===== src/rtl/fifo_rd_drainer_pkg.sv =====
// Shared types and default parameters for the FIFO read-side drainer.
// Optional statistics counters are enabled with FIFO_RD_DRAINER_STATS_EN.
package fifo_rd_drainer_pkg;

  localparam int FIFO_WIDTH_DEF = 16;
  localparam int BUF_DEPTH_DEF  = 2;
  localparam int CNT_W_DEF      = 16;

  typedef enum logic [1:0] {
    IDLE = 2'd0,
    RUN  = 2'd1,
    STOP = 2'd2
  } drainer_state_e;

endpackage


===== src/rtl/fifo_rd_drainer_buf.sv =====
// Small register FIFO holding words captured from the upstream FIFO until the
// downstream consumer accepts them; head is always presented combinationally.
module fifo_rd_drainer_buf #(
  parameter int W     = 16,
  parameter int DEPTH = 2,
  parameter int OW    = $clog2(DEPTH + 1)
) (
  input  logic          clk,
  input  logic          rst,
  input  logic          push,
  input  logic [W-1:0]  push_data,
  input  logic          pop,
  output logic [OW-1:0] occ,
  output logic [W-1:0]  head
);

  localparam int PW = (DEPTH > 1) ? $clog2(DEPTH) : 1;

  logic [W-1:0]  mem [DEPTH];
  logic [PW-1:0] rd_ptr;
  logic [PW-1:0] wr_ptr;

  function automatic logic [PW-1:0] ptr_next(input logic [PW-1:0] p);
    return (p == PW'(DEPTH - 1)) ? '0 : p + PW'(1);
  endfunction

  always_ff @(posedge clk) begin
    if (rst) begin
      rd_ptr <= '0;
      wr_ptr <= '0;
      occ    <= '0;
      for (int i = 0; i < DEPTH; i++) mem[i] <= '0;
    end else begin
      if (push) begin
        mem[wr_ptr] <= push_data;
        wr_ptr      <= ptr_next(wr_ptr);
      end
      if (pop) rd_ptr <= ptr_next(rd_ptr);
      if (push && !pop)      occ <= occ + OW'(1);
      else if (pop && !push) occ <= occ - OW'(1);
    end
  end

  assign head = mem[rd_ptr];

endmodule


===== src/rtl/fifo_rd_drainer.sv =====
// Read-side master for a FIFO with 1-cycle read latency; forwards words on a
// valid/ready stream. Define FIFO_RD_DRAINER_STATS_EN for stall/empty counters.
//
//   state | meaning
//   IDLE  | not reading; buffered words may still drain
//   RUN   | issuing reads whenever FIFO non-empty and buffer credit remains
//   STOP  | en dropped; waiting for the outstanding read to land
module fifo_rd_drainer
  import fifo_rd_drainer_pkg::*;
#(
  parameter int FIFO_WIDTH = FIFO_WIDTH_DEF,
  parameter int BUF_DEPTH  = BUF_DEPTH_DEF,
  parameter int CNT_W      = CNT_W_DEF
) (
  input  logic                  clk,
  input  logic                  rst,
  input  logic                  en,
  input  logic                  fifo_empty,
  input  logic                  fifo_underflow,
  input  logic [FIFO_WIDTH-1:0] fifo_data_out,
  output logic                  fifo_rd_en,
  output logic                  m_valid,
  output logic [FIFO_WIDTH-1:0] m_data,
  input  logic                  m_ready,
  output logic                  busy,
  output logic [CNT_W-1:0]      rd_count,
`ifdef FIFO_RD_DRAINER_STATS_EN
  output logic                  err,
  output logic [CNT_W-1:0]      stall_cnt,
  output logic [CNT_W-1:0]      empty_cnt
`else
  output logic                  err
`endif
);

  localparam int OW = $clog2(BUF_DEPTH + 1);

  drainer_state_e state;
  logic           inflight_q;
  logic           pop;
  logic           push;
  logic [OW-1:0]  occ;
  logic [OW:0]    credit_used;

  assign m_valid = (occ != '0);
  assign pop     = m_valid && m_ready;
  assign push    = inflight_q && !fifo_underflow;

  // Slots committed after this edge: buffered + landing read - word leaving.
  assign credit_used = {1'b0, occ} + {{OW{1'b0}}, inflight_q} - {{OW{1'b0}}, pop};
  assign fifo_rd_en  = (state == RUN) && !fifo_empty && (credit_used < (OW+1)'(BUF_DEPTH));

  fifo_rd_drainer_buf #(
    .W     (FIFO_WIDTH),
    .DEPTH (BUF_DEPTH),
    .OW    (OW)
  ) u_buf (
    .clk       (clk),
    .rst       (rst),
    .push      (push),
    .push_data (fifo_data_out),
    .pop       (pop),
    .occ       (occ),
    .head      (m_data)
  );

  always_ff @(posedge clk) begin
    if (rst) begin
      state      <= IDLE;
      busy       <= 1'b0;
      inflight_q <= 1'b0;
      rd_count   <= '0;
      err        <= 1'b0;
    end else begin
      inflight_q <= fifo_rd_en;
      if (pop) rd_count <= rd_count + CNT_W'(1);
      if (inflight_q && fifo_underflow) err <= 1'b1;
      case (state)
        IDLE: if (en) begin
          state <= RUN;
          busy  <= 1'b1;
        end
        RUN: if (!en) state <= STOP;
        STOP: if (!inflight_q) begin
          if (en) begin
            state <= RUN;
          end else begin
            state <= IDLE;
            busy  <= 1'b0;
          end
        end
        default: begin
          state <= IDLE;
          busy  <= 1'b0;
        end
      endcase
    end
  end

`ifdef FIFO_RD_DRAINER_STATS_EN
  always_ff @(posedge clk) begin
    if (rst) begin
      stall_cnt <= '0;
      empty_cnt <= '0;
    end else begin
      if (state == RUN && !fifo_empty && !fifo_rd_en && stall_cnt != '1)
        stall_cnt <= stall_cnt + CNT_W'(1);
      if (state == RUN && fifo_empty && empty_cnt != '1)
        empty_cnt <= empty_cnt + CNT_W'(1);
    end
  end
`endif

endmodule


===== config.mk =====
export PLATFORM = sky130hd
export DESIGN_NAME = fifo_rd_drainer
export DESIGN_NICKNAME = d
export VERILOG_FILES = /design/src/rtl/fifo_rd_drainer_pkg.sv /design/src/rtl/fifo_rd_drainer_buf.sv /design/src/rtl/fifo_rd_drainer.sv
export SDC_FILE = /design/constraint.sdc
export NUM_CORES = 1
export LEC_CHECK = 0
export BUFFER_PORTS_ARGS = -buffer_cell sky130_fd_sc_hd__buf_2
export CAP_MARGIN = 20
export CORE_MARGIN = 2
export CORE_UTILIZATION = 57
export CTS_CLUSTER_DIAMETER = 40
export DETAILED_ROUTE_END_ITERATION = 6
export GPL_ROUTABILITY_DRIVEN = 0
export PLACE_DENSITY = 0.86
export SETUP_SLACK_MARGIN = 0.4
export SLEW_MARGIN = 20
export SYNTH_ARGS = -nofsm -noshare
export SYNTH_HDL_FRONTEND = slang
export SYNTH_SLANG_ARGS = --single-unit

===== constraint.sdc =====
create_clock -name clk -period 4.84 [get_ports clk]
set_input_delay 0.242 -clock clk [delete_from_list [all_inputs] [get_ports clk]]
set_output_delay 0.242 -clock clk [all_outputs]
set_load 0.05 [all_outputs]

==> results of run 1 <==
## cells by family (layout without fill, tap and decap cells)
logic type               count (synthesis)  in the layout  synth area share, %
AO/OA/AOI/OAI                           17             17                 4.78
XOR/XNOR                                15             15                 5.07
adder cells (fa/ha/maj)                  4              4                 2.22
buffers and inverters                   14             81                 2.08
flip-flops                              58             58                 57.2
multiplexers                            19             19                 8.26
AND/OR/NAND/NOR                         92             92                 20.4
## per-stage QoR
stage          power [mW]  util [%]  hold slack [ns]  cell area, um^2  cells
5_1_grt              1.46      71.2            0.196             3100    338
3_3_place_gp         1.00      67.3            0.447             2930    322
3_5_place_dp         1.02      67.3            0.451             2930    322
4_1_cts              1.40      71.2            0.136             3100    338
6_report             1.39      71.2            0.147             3100    338
2_1_floorplan       0.931         -            0.387             2590    219
## worst max path at each step
stage | slack [ns] | start | endpoint
after floorplan | 0.95 | u_buf.occ[0] | inflight_q
after global routing | 1.50 | u_buf.occ[1] | fifo_rd_en
after detailed placement | 2.04 | u_buf.occ[1] | fifo_rd_en
final | 1.69 | u_buf.occ[1] | fifo_rd_en
after CTS | 1.67 | u_buf.occ[1] | fifo_rd_en
after global placement | 2.12 | u_buf.occ[1] | fifo_rd_en
## per-layer routing
layer | vias to the layer above | share of wire [%] | GRT usage [%]
li1 | 882 | - | -
met1 | 850 | 43 | 24.4
met2 | 46 | 50 | 33.1
met3 | 9 | 5.2 | 6.61
met4 | 0 | 1.8 | 8.18
met5 | - | 0 | 0
## flip-flops by register name (all words and copies together), names as in the netlist, named ones only
| register | cells |
|---|---|
| u_buf.occ | 2 |
| state | 2 |
| busy | 1 |
| u_buf.rd_ptr | 1 |
| inflight_q | 1 |
| err | 1 |
| u_buf.wr_ptr | 1 |
| rd_count | 16 |
| u_buf.mem | 32 |
## Yosys cell counts, types with 3 or more instances
master | instances | area (um^2)
mux2_2 | 16 | 180
ha_1 | 3 | 37.5
nand2b_1 | 3 | 18.8
mux2_1 | 3 | 33.8
inv_1 | 6 | 22.5
nor2_1 | 21 | 78.8
nand2_1 | 9 | 33.8
dfxtp_1 | 26 | 521
xnor2_1 | 8 | 70.1
xor2_1 | 7 | 61.3
nor2b_1 | 4 | 25.0
nor3_1 | 6 | 30.0
and2_1 | 32 | 200
o21ai_0 | 3 | 15.0
a21oi_1 | 6 | 30.0
edfxtp_1 | 32 | 961
buf_1 | 3 | 11.3
clkbuf_1 | 4 | 15.0
nand3_1 | 3 | 15.0
## cell type report
type / instances / area (um^2) / share of cell area [%]
sequential: 58 / 1480 / 47.8
inverter: 6 / 22.5 / 0.727
tap: 52 / 65.1 / 2.10
multi-input combinational: 147 / 1060 / 34.2
timing repair buffer: 59 / 300 / 9.69
clock buffer: 16 / 170 / 5.49
## where the power goes
part           switching, mW  internal [mW]  leakage, nW  total (mW)
combinational          0.262          0.131        0.714       0.393
sequential            0.0549          0.556        0.541       0.610
clock                  0.176          0.215       0.0850       0.391
## cell usage in the layout (no fill, tap or decap), types with 3 or more instances in the layout
master,count
inv_1,6
buf_2,57
clkbuf_1,5
mux2_2,16
mux2_1,3
nand3_1,3
o21ai_0,3
nand2_1,9
dfxtp_1,26
a21oi_1,6
nor2_1,21
edfxtp_1,32
and2_1,32
xor2_1,7
ha_1,3
nor2b_1,4
nor3_1,6
xnor2_1,8
nand2b_1,3
clkbuf_8,11
## tightest hold or removal path: cells and delay by family
| family | cells | cell delay (ns) |
|---|---|---|
| buffers and inverters | 1 | 0.08 |
| and+or+nand+nor | 1 | 0.07 |
| AOI/OAI and AO/OA | 1 | 0.05 |
==> summary.md, run 1 <==
| Metric | Value |
|---|---|
| Syn nets | 245 |
| Diodes inserted | 0 |
| Post-layout minimum cycle time | 3.15 ns |
| Die span in y | 71.4 um |
| Rel. slew slack | 43.1% |
| R2R setup slack | 2.33 ns |
| Vias in the first global route | 1706 |
| Worst vdd ir | 0.292 mV |
| Outcome | finished clean |
| Rows | 24 |
| Dpl hpwl | 3.22 mm |
| Core Area | 4350 um^2 |
| Register bit count reported by yosys | 58 |
| EDFF count, synth | 32 |
| Synthesized area per cell | 11.8 um^2 |
| CP bufs+invs | 2 |
| Worst slew pin tran | 0.850 ns |
| Critical path depth | 9 |
| CP Launch Type | flip-flop |
| Final Hold Fails | 0 |
| Average via count per standard cell | 5.29 |
| Largest net degree at the start of global routing | 35 |
| Pre-CTS setup slack | 2.04 ns |
| Post-synthesis cell type count | 39 |
| R2R Path End | inflight_q |
| Worst-path clk slew | 0.06 ns |
| Initial antenna violation count | 0 |
| Mapped Area | 2590 um^2 |
| Crit-path max FO | 8 |
| Fraction of layout cells with a size suffix above 1 | 33.2% |
| FMAX | 0.317 GHz |
| Leakage power | 1.34 nW |
| DRC viols | 0 |
| CP Capture Type | output pin |
| Die width | 71.4 um |
| Filler Cells Inserted | 317 |
| Num CTS Buffers | 9 |
| Sequential fraction of the synthesis area | 57.2% |
| Hold Path End | err |
| Starting Density | 59.5% |
| Setup violators final | 0 |
| CTS tree | built |
| Worst r2r src | u_buf.occ[1] |
| Power per cell area | 450 nW/um^2 |
| Worst path cell trace | or2_2 -> nand2_1 -> inv_1 -> ha_1 -> nand2b_1 -> fa_1 -> nand2_1 -> nor4_1 -> buf_2 |
| # nets final | 307 |
| Post-synth ARST share | 0% |
| Initial drt markers | 119 |
| Critical path's top delay family | simple AND/OR/NAND/NOR gates |
| Root buffer cell | clkbuf_8 |
| Unrepaired setup endpoints after global routing | no |
| Vias | 1787 |
| Critical Path RT | 4.60 ns |
| Port Buf Inserts | 57 |
| Setup TNS | 0 ns |
| Worst EP arrival | 2.91 ns |
| Post-CTS setup buffer count | 0 |
| Clock Skew | 0.00439 ns |
| CP max stage cell | fa_1 |
| Later-pin clock latency in the skew report | 0.33 ns |
| Die area | 5100 um^2 |
| Final period util | 65.1% |
| IO Pins | 58 |
| Hold path depth | 3 |
| Drt pass-1 iters | 4 |
| Clock Path Buffers | 2 |
| Hold Path Class | input port to flip-flop |
| Clock Sinks | 58 |
| Gr ovfl total | 0 |
| Number of synthesis warnings | 0 |
| Kind of critical path | flip-flop to output pin |
| Slew Viols, Final | 0 |
| Min-delay src | fifo_underflow |
| Drt wl/cell | 14.0 um |
| Worst path most repeated cell | nand2_1 |
| Cells after Synth | 219 |
| CTS Hold Bufs | 0 |
| GRT Resource Usage Total | 20.1% |
| Most used DFF post-synth | edfxtp_1 |
| Final Routed Wirelength | 4.74 mm |
| Max cap viols | 0 |
| Syn-to-layout area delta | 19.7% |
| Slowest cell delay on critical path | 0.49 ns |
| CTS H-tree depth | 3 |
| Worst Reg2Reg Path Length in Cells | 9 |
| Final WS setup | 1.69 ns |
| Routed Antenna Nets | 0 |
| Cts repair resizes | 0 |
| First-pass GRT wire length | 7.69 mm |
Power figures use the tool's default switching activity.
==> inputs of run 2 (changes only) <==
--- a/config.mk
+++ b/config.mk
@@ -8,11 +8,11 @@
 export BUFFER_PORTS_ARGS = -buffer_cell sky130_fd_sc_hd__buf_2
 export CAP_MARGIN = 20
 export CORE_MARGIN = 2
-export CORE_UTILIZATION = 57
+export CORE_UTILIZATION = 53
 export CTS_CLUSTER_DIAMETER = 40
 export DETAILED_ROUTE_END_ITERATION = 6
 export GPL_ROUTABILITY_DRIVEN = 0
-export PLACE_DENSITY = 0.86
+export PLACE_DENSITY = 0.81
 export SETUP_SLACK_MARGIN = 0.4
 export SLEW_MARGIN = 20
 export SYNTH_ARGS = -nofsm -noshare
==> constraint.sdc (replaced) <==
create_clock -name clk -period 3 [get_ports clk]
set_input_delay 0.15 -clock clk [delete_from_list [all_inputs] [get_ports clk]]
set_output_delay 0.15 -clock clk [all_outputs]
set_load 0.05 [all_outputs]
==> run 2 against run 1 <==
  * Register-to-register slack worse by 1.4 ns
  * Combinational power up 89%
  * Design area up 4.0%
  * Largest cell class unchanged
  * Largest power group unchanged
==> summary.md, run 2 (synthesis results as in run 1) <==
| Metric | Value |
|---|---|
| Outcome | finished clean |
| M3 GR Usage | 6.17% (-0.44 points) |
| Power per cell area | 740 nW/um^2 (+64%) |
| Logic pwr share | 31.2% (+3.0 points) |
| Reg with most FFs | u_buf.mem |
| Kind of critical path | flip-flop to output pin |
| Clock power frac | 28.2% (about the same) |
| Starting Density | 54.8% (-4.6 points) |
| Most frequent cells in the layout | buf_2 (56), and2_1 (32), edfxtp_1 (32), dfxtp_1 (24), nor2_1 (21) |
| Core Area | 4720 um^2 (+8.5%) |
| CTS tree | built |
| Crit-path max FO | 5 (-3) |
| Dpl hpwl | 3.16 mm (-1.8%) |
| Clock Skew | 0.00396 ns (-0.000431 ns) |
| Worst path cell trace | or2_4 -> nand2_4 -> inv_4 -> ha_4 -> nand2b_4 -> fa_1 -> nand2_2 -> nor4_4 -> buf_6 |
| Max reg flops | 32 (unchanged) |
| Final Routed Wirelength | 4.63 mm (-2.3%) |
| IO Pins | 58 (unchanged) |
| CP max stage cell | fa_1 |
| GRT Resource Usage Total | 17.9% (-2.2 points) |
| Worst-path clk slew | 0.06 ns (about the same) |
| Rel. slew slack | 43.5% (+0.41 points) |
| DP Area | 3010 um^2 (+2.8%) |
| Gr ovfl total | 0 (unchanged) |
| Port Buf Inserts | 57 (unchanged) |
| Syn-to-layout area delta | 24.4% |
| Clock Path Buffers | 2 (unchanged) |
| Largest regs | u_buf.mem: 32 flops, rd_count: 16 flops |
| Layer with the highest usage | met2 |
| Initial antenna violation count | 0 (unchanged) |
| CP Launch Type | flip-flop |
| Worst vdd ir | 0.427 mV (+46%) |
| # nets final | 310 (+0.98%) |
| Post-layout minimum cycle time | 2.55 ns |
| First-pass GRT wire length | 7.17 mm (-6.8%) |
| Vias in the first global route | 1657 (-2.9%) |
| Root buffer cell | clkbuf_8 |
| Average via count per standard cell | 5.04 (-4.7%) |
| Final design area excluding fillers | 3220 um^2 (+4.0%) |
| Largest net degree at the start of global routing | 35 (unchanged) |
| Setup TNS | 0 ns (unchanged) |
| Diodes inserted | 0 (unchanged) |
| Sw frac | 35.3% (-0.072 points) |
| Met2 usage | 29.4% (-3.8 points) |
| R2R setup slack | 0.90 ns (-1.43 ns) |
| Num CTS Buffers | 9 (unchanged) |
| Final Hold Fails | 0 (unchanged) |
| FMAX | 0.392 GHz |
| CTS H-tree depth | 3 (unchanged) |
| Die width | 73.9 um (+3.5%) |
| Routed Antenna Nets | 0 (unchanged) |
| Final period util | 85.1% |
| Internal power | 1.54 mW (+71%) |
| Max cap viols | 0 (unchanged) |
| Later-pin clock latency in the skew report | 0.33 ns (about the same) |
| Rows | 25 (+4.2%) |
| Fraction of layout cells with a size suffix above 1 | 38.4% (+5.2 points) |
| Sequential power share | 40.6% (-3.2 points) |
| Clock Sinks | 58 (unchanged) |
| Leakage power | 1.39 nW (+3.6%) |
| CP Capture Type | output pin |
| Drt pass-1 iters | 4 (unchanged) |
| Met1 track demand over resource | 20.9% (-3.4 points) |
| Unrepaired setup endpoints after global routing | yes |
| Most common cell after layout, fill and taps aside | buf_2 |
| P_sw | 841 uW (+71%) |
| Die span in y | 73.9 um (+3.5%) |
| Slowest cell delay on critical path | 0.52 ns (+0.03 ns) |
| Vias | 1794 (+0.39%) |
| Critical Path RT | 2.85 ns (-1.75 ns) |
| Hold Path Class | input port to flip-flop |
| Worst EP arrival | 2.40 ns (-0.51 ns) |
| Worst slew pin tran | 0.847 ns (-0.00297 ns) |
| Drt wl/cell | 13.0 um (-7.3%) |
| Die area | 5460 um^2 (+7.1%) |
| DRC viols | 0 (unchanged) |
| Setup violators final | 0 (unchanged) |
| Slew Viols, Final | 0 (unchanged) |
| Initial drt markers | 95 (-20%) |
-- run 2: worst paths after layout --
path                  start          to  cells after the start
max            u_buf.occ[0]  fifo_rd_en                      9
min          fifo_underflow         err                      3
max reg2reg    u_buf.occ[0]  inflight_q                      9
min reg2reg             err         err                      2
-- run 2: layer usage --
| layer | part of all wire, % | wire [um] |
|---|---|---|
| met5 | 0 | 0 |
| met4 | 1.1 | 50 |
| met3 | 4.7 | 217 |
| met2 | 50 | 2330 |
| met1 | 44 | 2030 |
-- run 2: timing repair --
item	in CTS	in global routing
setup buffers	2	0
setup endpoints to repair	1	1
resized for setup	4	0
pin swaps	1	0
hold buffers	0	0
-- run 2: power by group through the flow --
stage	logic (mW)	registers, mW	clock network (mW)
final	0.743	0.969	0.672
after global routing	0.799	0.978	0.718
after CTS	0.749	0.972	0.688
after detailed placement	0.696	1.01	0
after global placement	0.682	1.01	0
after floorplan	0.594	0.981	0
-- run 2: metrics by stage --
stage	util (%)	std cells	total power, mW	hold WS [ns]	worst slack [ns]
2_1_floorplan	-	219	1.58	0.295	0.287
4_1_cts	68.2	356	2.41	0.0630	0.431
3_5_place_dp	63.8	338	1.71	0.412	0.627
5_1_grt	68.2	356	2.50	0.0946	0.350
6_report	68.2	356	2.38	0.0723	0.447
3_3_place_gp	63.8	338	1.69	0.402	0.662
-- run 2: worst max-delay path: cells and delay by family (launching register included) --
family	cells	cell delay (ns)
and+or+nand+nor	5	0.77
DFF	1	0.34
buffers and inverters	2	0.25
adders and majority gates	2	0.72
-- run 2: area by class of cell --
type,instances,area (um^2)
well taps,67,83.8
multi-input cells,147,1110
clock inverters,6,57.6
clock buffers,10,128
repair buffers,62,329
flip-flops and latches,58,1490
inverters,6,25.0
fillers,353,1500
==> inputs of run 3 (changes only) <==
--- a/config.mk
+++ b/config.mk
@@ -7,12 +7,14 @@
 export LEC_CHECK = 0
 export BUFFER_PORTS_ARGS = -buffer_cell sky130_fd_sc_hd__buf_2
 export CAP_MARGIN = 20
+export CELL_PAD_IN_SITES_DETAIL_PLACEMENT = 0
+export CELL_PAD_IN_SITES_GLOBAL_PLACEMENT = 2
 export CORE_MARGIN = 2
-export CORE_UTILIZATION = 53
+export CORE_UTILIZATION = 35
 export CTS_CLUSTER_DIAMETER = 40
 export DETAILED_ROUTE_END_ITERATION = 6
 export GPL_ROUTABILITY_DRIVEN = 0
-export PLACE_DENSITY = 0.81
+export PLACE_DENSITY = 0.82
 export SETUP_SLACK_MARGIN = 0.4
 export SLEW_MARGIN = 20
 export SYNTH_ARGS = -nofsm -noshare
==> run 3 against run 2 <==
  * First-iteration DRC count shrank 46%
  * Design area rose by 1.8%
  * Global-route usage shrank 4.5 points
  * Critical path type unchanged
==> summary.md, run 3 (synthesis results as in run 1) <==
| Metric | Value |
|---|---|
| Clock power frac | 30.9% (+2.7 points) |
| Sw frac | 34.6% (-0.70 points) |
| Post-layout minimum cycle time | 2.56 ns (+0.00597 ns) |
| Vias | 1775 (-1.1%) |
| Power per cell area | 756 nW/um^2 (+2.3%) |
| CP max stage cell | fa_1 |
| CTS Hold Bufs | 0 (unchanged) |
| Slowest cell delay on critical path | 0.52 ns (about the same) |
| Reg with most FFs | u_buf.mem |
| Core Area | 7210 um^2 (+53%) |
| Final period util | 85.3% (+0.20 points) |
| FMAX | 0.391 GHz (-0.23%) |
| CTS H-tree depth | 3 (unchanged) |
| Worst-path clk slew | 0.07 ns (about the same) |
| Filler Cells Inserted | 719 (+100%) |
| Drt pass-1 iters | 4 (unchanged) |
| IO Pins | 58 (unchanged) |
| Internal power | 1.62 mW (+5.2%) |
| Rows | 31 (+24%) |
| Crit-path max FO | 5 (unchanged) |
| Unrepaired setup endpoints after global routing | yes |
| Fraction of layout cells with a size suffix above 1 | 37.4% (-1.0 points) |
| Most frequent cells in the layout | buf_2 (56), and2_1 (32), edfxtp_1 (32), dfxtp_1 (24), nor2_1 (21) |
| Critical Path RT | 2.85 ns (about the same) |
| Worst path cell trace | or2_4 -> nand2_4 -> inv_4 -> ha_4 -> nand2b_4 -> fa_1 -> nand2_2 -> nor4_4 -> buf_6 |
| Routed Antenna Nets | 0 (unchanged) |
| Clock Sinks | 58 (unchanged) |
| Sequential power share | 39.1% (-1.5 points) |
| Hold Path Class | input port to flip-flop |
| Worst EP arrival | 2.41 ns (about the same) |
| Gr ovfl total | 0 (unchanged) |
| CTS tree | built |
| Die width | 90.0 um (+22%) |
| Met1 Routed Length | 2.30 mm (+14%) |
| Later-pin clock latency in the skew report | 0.33 ns (about the same) |
| Initial antenna violation count | 0 (unchanged) |
| Met3 WL post-DR | 268 um (+24%) |
| Max cap viols | 0 (unchanged) |
| CP Capture Type | output pin |
| Die area | 8100 um^2 (+48%) |
| Worst slew pin tran | 0.877 ns (+0.0306 ns) |
| Average via count per standard cell | 4.57 (-9.2%) |
| Setup TNS | 0 ns (unchanged) |
| Met2 WL | 2.45 mm (+4.8%) |
| Logic pwr share | 30.1% (-1.1 points) |
| Max reg flops | 32 (unchanged) |
| Port Buf Inserts | 57 (unchanged) |
| Worst vdd ir | 0.313 mV (-27%) |
| Outcome | finished clean |
| Vias in the first global route | 1699 (+2.5%) |
| Top sig layer | met4 |
| Final Hold Fails | 0 (unchanged) |
| Kind of critical path | flip-flop to output pin |
| Largest regs | u_buf.mem: 32 flops, rd_count: 16 flops |
| Root buffer cell | clkbuf_8 |
| First-pass GRT wire length | 8.41 mm (+17%) |
| Rel. slew slack | 41.5% (-2.0 points) |
| Leakage power | 1.40 nW (+0.42%) |
| Syn-to-layout area delta | 26.7% |
| Starting Density | 35.9% (-19 points) |
| Setup violators final | 0 (unchanged) |
| CP Launch Type | flip-flop |
| DRC viols | 0 (unchanged) |
| Hold slack | 0.0615 ns (-0.0108 ns) |
| Clock Path Buffers | 2 (unchanged) |
| Die span in y | 90.0 um (+22%) |
| Most common cell after layout, fill and taps aside | buf_2 |
| # nets final | 310 (unchanged) |
| Largest net degree at the start of global routing | 23 (-34%) |
| Num CTS Buffers | 9 (unchanged) |
| Drt wl/cell | 13.2 um (+1.2%) |
| Dpl hpwl | 3.39 mm (+7.4%) |
| Diodes inserted | 0 (unchanged) |
| Clock Skew | 0.00494 ns (+0.000983 ns) |
| Final Routed Wirelength | 5.11 mm (+10%) |
| Initial drt markers | 51 (-46%) |
| GRT Resource Usage Total | 13.4% (-4.5 points) |
| P_sw | 858 uW (+2.0%) |
| Slew Viols, Final | 0 (unchanged) |
==> run 3: cell count changes in the layout (fill, tap and decap cells not counted), sizes merged <==
cell	before	now
clkbuf	10	9
bufinv	1	2
==> run 3: area by class of cell <==
type	count	area [um^2]	share of cell area, %
inverters	6	25.0	0.763
multi-input cells	147	1110	33.7
repair buffers	62	329	10.0
well taps	99	124	3.78
flip-flops and latches	58	1490	45.4
clock inverters	7	83.8	2.56
clock buffers	9	124	3.78
==> run 3: power groups by stage <==
stage | clock network, mW | registers (mW) | logic (mW)
final | 0.766 | 0.969 | 0.746
after global routing | 0.822 | 0.980 | 0.798
after CTS | 0.785 | 0.971 | 0.749
after detailed placement | 0 | 1.01 | 0.696
after global placement | 0 | 1.01 | 0.689
after floorplan | 0 | 0.981 | 0.594
==> run 3: path summary, 6_finish.rpt <==
check | cells after the start | to | from | slack (ns)
max | 9 | fifo_rd_en | u_buf.occ[0] | 0.44
min | 3 | err | fifo_underflow | 0.06
max reg2reg | 9 | inflight_q | u_buf.occ[0] | 0.91
min reg2reg | 2 | err | err | 0.46
==> run 3: per-stage QoR <==
| step | utilization, % | std cells | power [mW] | instance area (um^2) | setup WS, ns |
|---|---|---|---|---|---|
| after floorplan | - | 219 | 1.58 | 2650 | 0.287 |
| after detailed placement | 42.2 | 370 | 1.71 | 3050 | 0.627 |
| after global placement | 42.2 | 370 | 1.70 | 3050 | 0.653 |
| after global routing | 45.5 | 388 | 2.60 | 3280 | 0.334 |
| after CTS | 45.5 | 388 | 2.50 | 3280 | 0.424 |
| final | 45.5 | 388 | 2.48 | 3280 | 0.441 |
==> run 3: what timing repair did <==
item / in CTS / in global routing
setup buffers: 2 / 0
endpoints found under the setup margin: 1 / 1
pin swaps: 1 / 0
gates resized for setup: 4 / 0
==> run 3: worst max-delay path: cells and delay by family (launching register included) <==
| family | cells | cell delay (ns) |
|---|---|---|
| adders and majority gates | 2 | 0.72 |
| buffers and inverters | 2 | 0.25 |
| DFF | 1 | 0.34 |
| and+or+nand+nor | 5 | 0.76 |
==> run 3: routing by layer <==
| metal | GRT usage, % | vias up |
|---|---|---|
| met5 | 0 | - |
| met4 | 6.54 | 0 |
| met3 | 4.95 | 8 |
| met2 | 21.4 | 41 |
| met1 | 16.0 | 840 |
| li1 | - | 886 |
